$ cat config.mk
export PLATFORM = sky130hd
export DESIGN_NAME = imem_loader
export DESIGN_NICKNAME = d
export VERILOG_FILES = /design/src/rtl/imem_loader_pkg.sv /design/src/rtl/imem_word_packer.sv /design/src/rtl/imem_loader.sv
export SDC_FILE = /design/constraint.sdc
export NUM_CORES = 1
export LEC_CHECK = 0
export CORE_MARGIN = 2
export CORE_UTILIZATION = 53
export CTS_CLUSTER_SIZE = 24
export DETAILED_ROUTE_END_ITERATION = 10
export GPL_ROUTABILITY_DRIVEN = 0
export GPL_TIMING_DRIVEN = 1
export HOLD_SLACK_MARGIN = 0.02
export PLACE_DENSITY = 0.77
export SYNTH_ARGS = -nofsm -noshare
export SYNTH_HDL_FRONTEND = slang
export SYNTH_HIERARCHICAL = 1
export SYNTH_SLANG_ARGS = --single-unit
export TNS_END_PERCENT = 1
$ cat constraint.sdc
create_clock -name clk -period 2.74 [get_ports clk]
set_input_delay 0.548 -clock clk [delete_from_list [all_inputs] [get_ports clk]]
set_output_delay 0.548 -clock clk [all_outputs]
set_load 0.01 [all_outputs]
$ cat src/rtl/imem_loader_pkg.sv
// Shared definitions for the instruction-memory loader: state encoding,
// stream framing constants and small state-decode helpers.
package imem_loader_pkg;

  typedef enum logic [2:0] {
    ST_IDLE   = 3'd0,
    ST_LEN_HI = 3'd1,
    ST_LEN_LO = 3'd2,
    ST_DATA   = 3'd3,
    ST_WRITE  = 3'd4,
    ST_DONE   = 3'd5,
    ST_ERR    = 3'd6
  } loader_state_t;

  localparam int LEN_BYTES      = 2;
  localparam int BYTES_PER_WORD = 4;
  localparam int LEN_W          = 8 * LEN_BYTES;

  // States in which a new load may be started
  function automatic logic is_rest_state(input loader_state_t s);
    logic r;
    case (s)
      ST_IDLE, ST_DONE, ST_ERR: r = 1'b1;
      default:                  r = 1'b0;
    endcase
    return r;
  endfunction

  // States in which the byte link is allowed to hand over a byte
  function automatic logic state_takes_bytes(input loader_state_t s);
    logic r;
    case (s)
      ST_LEN_HI, ST_LEN_LO, ST_DATA: r = 1'b1;
      default:                       r = 1'b0;
    endcase
    return r;
  endfunction

endpackage

$ cat src/rtl/imem_word_packer.sv
// Packs stream bytes MSB-first into a big-endian word. The first three bytes
// are held in a shift register; the fourth byte is merged combinationally so
// the complete word is available in the same cycle it is accepted.
module imem_word_packer
  import imem_loader_pkg::*;
#(
  parameter int size = 32
) (
  input  logic            clk,
  input  logic            reset_n,
  input  logic            clr,
  input  logic            shift_en,
  input  logic [7:0]      in_byte,
  output logic [size-1:0] word,
  output logic            word_full
);

  logic [size-9:0] shift_r;
  logic [1:0]      byte_idx_r;

  // Byte shift register and position within the current word
  always_ff @(posedge clk or negedge reset_n) begin
    if (!reset_n) begin
      shift_r    <= '0;
      byte_idx_r <= 2'd0;
    end else if (clr) begin
      shift_r    <= '0;
      byte_idx_r <= 2'd0;
    end else if (shift_en) begin
      shift_r    <= {shift_r[size-17:0], in_byte};
      byte_idx_r <= byte_idx_r + 2'd1;
    end else begin
      shift_r    <= shift_r;
      byte_idx_r <= byte_idx_r;
    end
  end

  assign word      = {shift_r, in_byte};
  assign word_full = shift_en && (byte_idx_r == 2'(BYTES_PER_WORD - 1));

endmodule

$ cat src/rtl/imem_loader.sv
// Loads an instruction image from a byte stream into IMem port A.
// Stream format: 16-bit big-endian word count N, then N big-endian words.
// The core is held (cpu_hold) until the whole image has been written.
module imem_loader
  import imem_loader_pkg::*;
#(
  parameter int size    = 32,
  parameter int MemSize = 512,
  parameter int AddrW   = 9
) (
  input  logic            clk,
  input  logic            reset_n,
  input  logic            start,
  input  logic [7:0]      in_byte,
  input  logic            in_valid,
  output logic            in_ready,
  output logic            wea,
  output logic [size-1:0] addra,
  output logic [size-1:0] dina,
  output logic            cpu_hold,
  output logic            done,
  output logic            error
);

  loader_state_t    state_r, next_state_s;
  logic [LEN_W-1:0] len_r;
  logic [AddrW:0]   word_cnt_r;   // one spare bit so N == MemSize does not wrap
  logic [AddrW:0]   cnt_inc_s;
  logic [LEN_W-1:0] len_full_s;
  logic             accept_s;
  logic             start_ok_s;
  logic             last_word_s;
  logic [size-1:0]  word_s;
  logic             word_full_s;

  assign accept_s    = in_valid & in_ready;
  assign start_ok_s  = start & is_rest_state(state_r);
  assign len_full_s  = {len_r[LEN_W-1:8], in_byte};
  assign cnt_inc_s   = word_cnt_r + {{AddrW{1'b0}}, 1'b1};
  assign last_word_s = ({{(LEN_W-AddrW-1){1'b0}}, cnt_inc_s} == len_r);

  imem_word_packer #(.size(size)) u_packer (
    .clk       (clk),
    .reset_n   (reset_n),
    .clr       (start_ok_s),
    .shift_en  (accept_s && (state_r == ST_DATA)),
    .in_byte   (in_byte),
    .word      (word_s),
    .word_full (word_full_s)
  );

  // State register
  always_ff @(posedge clk or negedge reset_n) begin
    if (!reset_n) state_r <= ST_IDLE;
    else          state_r <= next_state_s;
  end

  // Next-state logic
  always_comb begin
    next_state_s = state_r;
    case (state_r)
      ST_IDLE, ST_DONE, ST_ERR: begin
        if (start) next_state_s = ST_LEN_HI;
        else       next_state_s = state_r;
      end
      ST_LEN_HI: begin
        if (accept_s) next_state_s = ST_LEN_LO;
        else          next_state_s = state_r;
      end
      ST_LEN_LO: begin
        if (!accept_s)                              next_state_s = state_r;
        else if (len_full_s == {LEN_W{1'b0}})       next_state_s = ST_DONE;
        else if (len_full_s > LEN_W'(MemSize))      next_state_s = ST_ERR;
        else                                        next_state_s = ST_DATA;
      end
      ST_DATA: begin
        if (word_full_s) next_state_s = ST_WRITE;
        else             next_state_s = state_r;
      end
      ST_WRITE: begin
        if (last_word_s) next_state_s = ST_DONE;
        else             next_state_s = ST_DATA;
      end
      default: next_state_s = ST_IDLE;
    endcase
  end

  // Word count capture and written-word counter
  always_ff @(posedge clk or negedge reset_n) begin
    if (!reset_n) begin
      len_r      <= '0;
      word_cnt_r <= '0;
    end else if (start_ok_s) begin
      len_r      <= '0;
      word_cnt_r <= '0;
    end else begin
      if (accept_s && (state_r == ST_LEN_HI))      len_r[LEN_W-1:8] <= in_byte;
      else if (accept_s && (state_r == ST_LEN_LO)) len_r[7:0]       <= in_byte;
      else                                         len_r            <= len_r;
      if (state_r == ST_WRITE) word_cnt_r <= cnt_inc_s;
      else                     word_cnt_r <= word_cnt_r;
    end
  end

  // Registered outputs decoded from the upcoming state; address/data are
  // captured together with the fourth byte so they line up with wea
  always_ff @(posedge clk or negedge reset_n) begin
    if (!reset_n) begin
      in_ready <= 1'b0;
      wea      <= 1'b0;
      addra    <= '0;
      dina     <= '0;
      cpu_hold <= 1'b1;
      done     <= 1'b0;
      error    <= 1'b0;
    end else begin
      in_ready <= state_takes_bytes(next_state_s);
      wea      <= (next_state_s == ST_WRITE);
      cpu_hold <= (next_state_s != ST_DONE);
      done     <= (next_state_s == ST_DONE);
      error    <= (next_state_s == ST_ERR);
      if (word_full_s) begin
        addra <= {{(size-AddrW){1'b0}}, word_cnt_r[AddrW-1:0]};
        dina  <= word_s;
      end else begin
        addra <= addra;
        dina  <= dina;
      end
    end
  end

endmodule

== Word level (Yosys, flattened, before mapping) ==
Cells that the tools add are included.
Widths: inputs -> output; s select.
Word-level totals
  output and inout port bits: 69
  flip-flop bits (word level): 101
Operators by class
  reductions and logical operators: 13
  bitwise gates (word level): 2
  equal/unequal tests: 16
  mux-type cells: 20
  $add $sub $neg: 2
  magnitude comparators: 1
Operators with widths (count)
  $mux 24: 2
  $mux 8: 3
  $mux 3: 7
  $mux 10: 2
  $eq 3x3->1 const B: 6
  $eq 10x16->1: 1
  $gt 16x10->1 const B: 1
  $logic_not 16->1: 1
  $mux 16: 1
  $pmux 3 s5: 1
  $eq 3x2->1 const B: 4
  $add 10x1->10 const B: 1
  $reduce_bool 2->1: 4
  $eq 3x1->1 const B: 2
  $reduce_or 3->1: 2
  $logic_and 1x1->1: 4
  $mux 2: 2
  $logic_not 3->1: 1
  $ne 3x3->1 const B: 1
  $add 2x1->2 const B: 1
  $and 1x1->1: 2
  $eq 2x2->1 const B: 1
  $mux 1: 2
  $ne 2x2->1 const B: 1
  $reduce_and 2->1: 1

== Depth between registers and ports, before layout ==
Gate-level depths: netlist (run 1).
  word-level depth: 8
  depth in mapped cells: 12

== Hierarchy ==
The synthesis (run 1) kept the hierarchy.
Modules (own cells, without submodules)
  imem_loader: instances 1, sequential area each 1878.1 um^2, cells an instance 326, area each 3703.6 um^2
  imem_word_packer: instances 1, sequential area each 650.6 um^2, cells an instance 94, area each 1153.6 um^2

== Worst setup path before layout (run 1) ==
Ideal clock, no wire load.
  path kind: register to register
  start: reg state_r[2]
  end: reg in_ready
  library setup time: 0.119 ns
  required time: 2.621 ns
  period minus slack after synthesis: 2.381 ns
  arrival: 2.262 ns
  path buffers: 3
  cell stages (with the launch flop): 12
  setup slack: 0.359 ns
  path through: dfrtp_1 > nor2b_1 > nand2_1 > nor2_1 > buf_6 > buf_12 > and2_1 > clkbuf_1 > o22ai_1 > a221oi_1 > inv_1 > o21ba_1
On the way
  longest elaborated chain between the ends: 8
  elaborated cells between the ends (all ways): 20
  those cells by class: 9 x eq/ne; 6 x mux; 5 x reduce/logical
RTL lines
  start, declared: RTL line imem_loader.sv:25  | loader_state_t state_r, next_state_s;
  start signal, assigned: RTL line imem_loader.sv:55  | else state_r <= next_state_s;
  $eq 3x2->1 (*): RTL line imem_loader.sv:46  | .shift_en (accept_s && (state_r == ST_DATA)),
  $logic_and 1x1->1 (*): RTL line imem_loader.sv:46
  $logic_and 1x1->1 (*): RTL line imem_word_packer.sv:39  | assign word_full = shift_en && (byte_idx_r == 2'(BYTES_PER_WORD - 1));
  net word_full_s: RTL line imem_loader.sv:34  | logic word_full_s;
  $mux 3 (*): RTL line imem_loader.sv:77  | if (word_full_s) next_state_s = ST_WRITE;
  $pmux 3 s5 (*): RTL line imem_loader.sv:61  | case (state_r)
  $eq 3x1->1 / $eq 3x2->1 (equally long branches): RTL line imem_loader_pkg.sv:32  | case (s)
  $reduce_or 3->1 (*): RTL line imem_loader_pkg.sv:32
  $mux 1 (*): RTL line imem_loader_pkg.sv:32
  end signal, assigned: RTL line imem_loader.sv:117  | in_ready <= state_takes_bytes(next_state_s);
  end, declared: RTL line imem_loader.sv:16  | output logic in_ready,
Mark *: on every way through the listed nets, which the timed path passes. The rest lies on a longest branch.
A chain may end at the register's enable or synchronous reset.

== Worst setup path in the final report (run 1) ==
  start: reg word_cnt_r[0]
  end: reg error
On the way
  longest elaborated chain between the ends: 5
RTL lines
  start, declared: RTL line imem_loader.sv:27  | logic [AddrW:0] word_cnt_r;
  start signal, assigned: RTL line imem_loader.sv:100  | if (state_r == ST_WRITE) word_cnt_r <= cnt_inc_s;
  start signal, assigned: RTL line imem_loader.sv:101  | else word_cnt_r <= word_cnt_r;
  $add 10x1->10: RTL line imem_loader.sv:39  | assign cnt_inc_s = word_cnt_r + {{AddrW{1'b0}}, 1'b1};
  $eq 10x16->1: RTL line imem_loader.sv:40  | assign last_word_s = ({{(LEN_W-AddrW-1){1'b0}}, cnt_inc_s} == len_r);
  $mux 3: RTL line imem_loader.sv:81  | if (last_word_s) next_state_s = ST_DONE;
  $pmux 3 s5: RTL line imem_loader.sv:61
  net next_state_s[2]: RTL line imem_loader.sv:25
  $eq 3x3->1: RTL line imem_loader.sv:121  | error <= (next_state_s == ST_ERR);
  end signal, assigned: RTL line imem_loader.sv:121
  end, declared: RTL line imem_loader.sv:22  | output logic error
The timed path passes the listed nets, and every way through them passes these cells.

==> flow_summary.yaml, run 1 <==
outcome:
  status: "completed"
worst_setup_path:
  crit_path_cell_trace: "ha_1 -> and2_1 -> a31oi_1 -> nor4_1 -> nand2_1 -> o41ai_4 -> nor3b_2"
  startpoint: "word_cnt_r[0]"
  ff2ff_path_depth: 7
  crit_slowest_cell: "dfrtp_1"
  worstReg2RegStart: "word_cnt_r[0]"
  endpoint: "error"
  reg2reg_slack_ns: 0.24
  cpPeakStageDelay_ns: 0.53
  cp-start-kind: "register"
  cp.required_ns: 3.01
  critPathKind: "reg -> reg"
  cp_max_fo: 9
  rr_endpoint: "error"
  crit_arrival_ns: 2.77
  cp-end-kind: "register"
timing:
  finalSetupViolCount: 0
  period_needed_ns: 2.499
  max_freq_mhz: 400.2
  period_share_pct: 91.20
  worstMarginPinSlew_ns: 0.5299
  finalClockSkew_ns: 0.01121
  slew_headroom_pct: 64.67
  hold_violations: 0
  final_max_slew_viol_count: 0
  tns_ns: 0
  grt_setup_unrepaired: "false"
logic_synthesis:
  ys_top_cells_by_area: "dfrtp_1, mux2_2, mux2i_1"
  synth_compound_area_share_pct: 5.848
  synth_adder_area_share_pct: 0.5152
  synth_seq_area_share_pct: 52.06
  synth.avg_cell_area_um2: 11.56
  yosysUniqueCellTypes: 56
  synth-main-ff-cell: "dfrtp_1"
  synth_area_leader_cell: "dfrtp_1"
  synthMuxAreaShare_pct: 17.95
  synth_xor_area_share_pct: 3.246
  synth_top_area_share_pct: 51.52
  ys_seq_elements: 101
  synth_area_um2: 4857
  synth_top_family_by_area: "multiplexers"
  netlist_instances: 420
  synthArstFlopShare_pct: 100.0
  yosysWarnings: 6
  synth-simple-area-share_pct: 11.51
  synth_edf_count: 0
global_route:
  antenna_found_initial: 0
  grt_overflow: 0
  grt_usage_pct: 21.11
  grt_start_max_net_pins: 102
  grt_pass1_vias: 3277
  grt_pass1_wl_um: 16580
clock_tree:
  root_buffer: "clkbuf_8"
  ctsLongestPathBuffers: 2
  cts_tree: "built"
  cts_hold_buffers: 0
  post-cts-setup-buffers: 0
  cts-buffers-inserted: 9
  h-tree-depth: 3
  clkTransAtPathRegs_ns: 0.11
  cts_resized: 0
  insertion_delay_ns: 0.37
  cts_sinks: 101
drt:
  antenna_left: 0
  vias: 3216
  firstDrtPassIters: 4
  avgRoutedWirePerCell_um: 16.71
  vias_per_cell: 5.507
  routed_wl_um: 9759
  drc: 0
  dr.first_iter.drc_count: 165
finish:
  mostFrequentLayoutCell: "dfrtp_1"
  drive_gt1_share_pct: 19.12
  num_antenna_cells: 0
  final_nets: 485
  final_cell_mix: "dfrtp_1, nor2_1, clkdlybuf4s50_1"
  synthToLayoutAreaGrowth_pct: 15.43
  post-route-util_pct: 63.67
min_path:
  hold_path.class: "in -> async"
die:
  die_w_um: 99.73
  die_h_um: 99.73
  rows: 34
  die-area_um2: 9946
  initial_core_util_pct: 55.16
  io_pins: 81
  core_area_um2: 8806
power_and_ir_drop:
  ir_drop_uv: 400.6
  leakagePower_nw: 2.627
  p_per_area_nw_per_um2: 755.0
placement:
  dp_hpwl_um: 6706
  io_buffers: 57
run:
  max-cap-violations: 0
[metrics by stage]
stage	hold WS [ns]	cells	area (um^2)	total power, mW	setup WS [ns]
finish	0.2189	584	5607	4.233	0.2410
detailed placement	0.4952	568	5418	3.347	-0.005384
floorplan	0.2524	442	4940	2.964	0.3589
CTS	0.2507	584	5607	4.258	0.2466
global route	0.2592	584	5607	4.499	0.09442
global placement	0.4882	568	5418	3.281	0.05331
[worst min path at each step]
stage | from | end | slack (ns)
floorplan | reset_n | addra[0] | 0.25
global placement | u_packer/shift_r[23] | dina[31] | 0.49
detailed placement | dina[5] | dina[5] | 0.50
CTS | reset_n | dina[16] | 0.25
global route | reset_n | u_packer/shift_r[19] | 0.26
finish | reset_n | word_cnt_r[7] | 0.22
[power breakdown]
| part | switching, mW | internal [mW] |
|---|---|---|
| Sequential | 0.264 | 1.74 |
| Clock | 0.558 | 0.352 |
| Combinational | 0.738 | 0.580 |
| Total | 1.56 | 2.67 |
[cells by family (layout without fill, tap and decap cells)]
| family | Yosys count | count (layout) |
|---|---|---|
| flip-flops | 101 | 101 |
| XOR/XNOR | 18 | 18 |
| buffers and inverters | 64 | 98 |
| multiplexers | 82 | 82 |
| other | 1 | 23 |
| AND/OR/NAND/NOR | 117 | 117 |
| adder cells (fa/ha/maj) | 2 | 2 |
| AO/OA/AOI/OAI | 35 | 35 |
[cell type report]
cell class                      count  area, um^2
Sequential cell                   101        2529
Fill cell                         693        3199
Multi-Input combinational cell    277        2007
Clock buffer                        9       123.9
Timing Repair Buffer               73       713.2
Clock inverter                      7       65.06
Tap cell                          108       135.1
Inverter                            9       33.78
[state kept, by name, indices dropped and copies added (netlist names)]
name	flops
addra	9
cpu_hold	1
dina	32
done	1
error	1
in_ready	1
len_r	16
state_r	3
u_packer/byte_idx_r	2
u_packer/shift_r	24
wea	1
word_cnt_r	10
[Yosys cell counts, types with 7 or more instances]
master and number:
a21oi_1 10, buf_4 31, clkbuf_1 7, dfrtp_1 100, inv_1 9, mux2_2 41
mux2i_1 41, nand2_1 14, nand3_1 8, nor2_1 59, xnor2_1 9, xor2_1 9
[routing by layer]
layer / part of all wire [%] / track usage [%] / up-vias / wire length (um)
li1: - / - / 1486 / -
met1: 45 / 28.72 / 1638 / 4438
met2: 49 / 33.99 / 82 / 4776
met3: 4.5 / 4.779 / 10 / 444
met4: 1.0 / 6.639 / 0 / 99
met5: 0 / 0 / - / 0
[worst max-delay path, delay by kind of cell (launching register included)]
family	cells	cell delay, ns
compound gates	2	0.56
fa+ha+maj	1	0.41
flops	1	0.53
simple gates	4	0.92
No activity file was read; power rests on OpenSTA's default activity.
==> inputs of run 2 (changes only) <==
- GPL_TIMING_DRIVEN: 1 -> not set
==> results of run 2 <==
No change in the layout: final DEF, timing and power equal those of run 1.
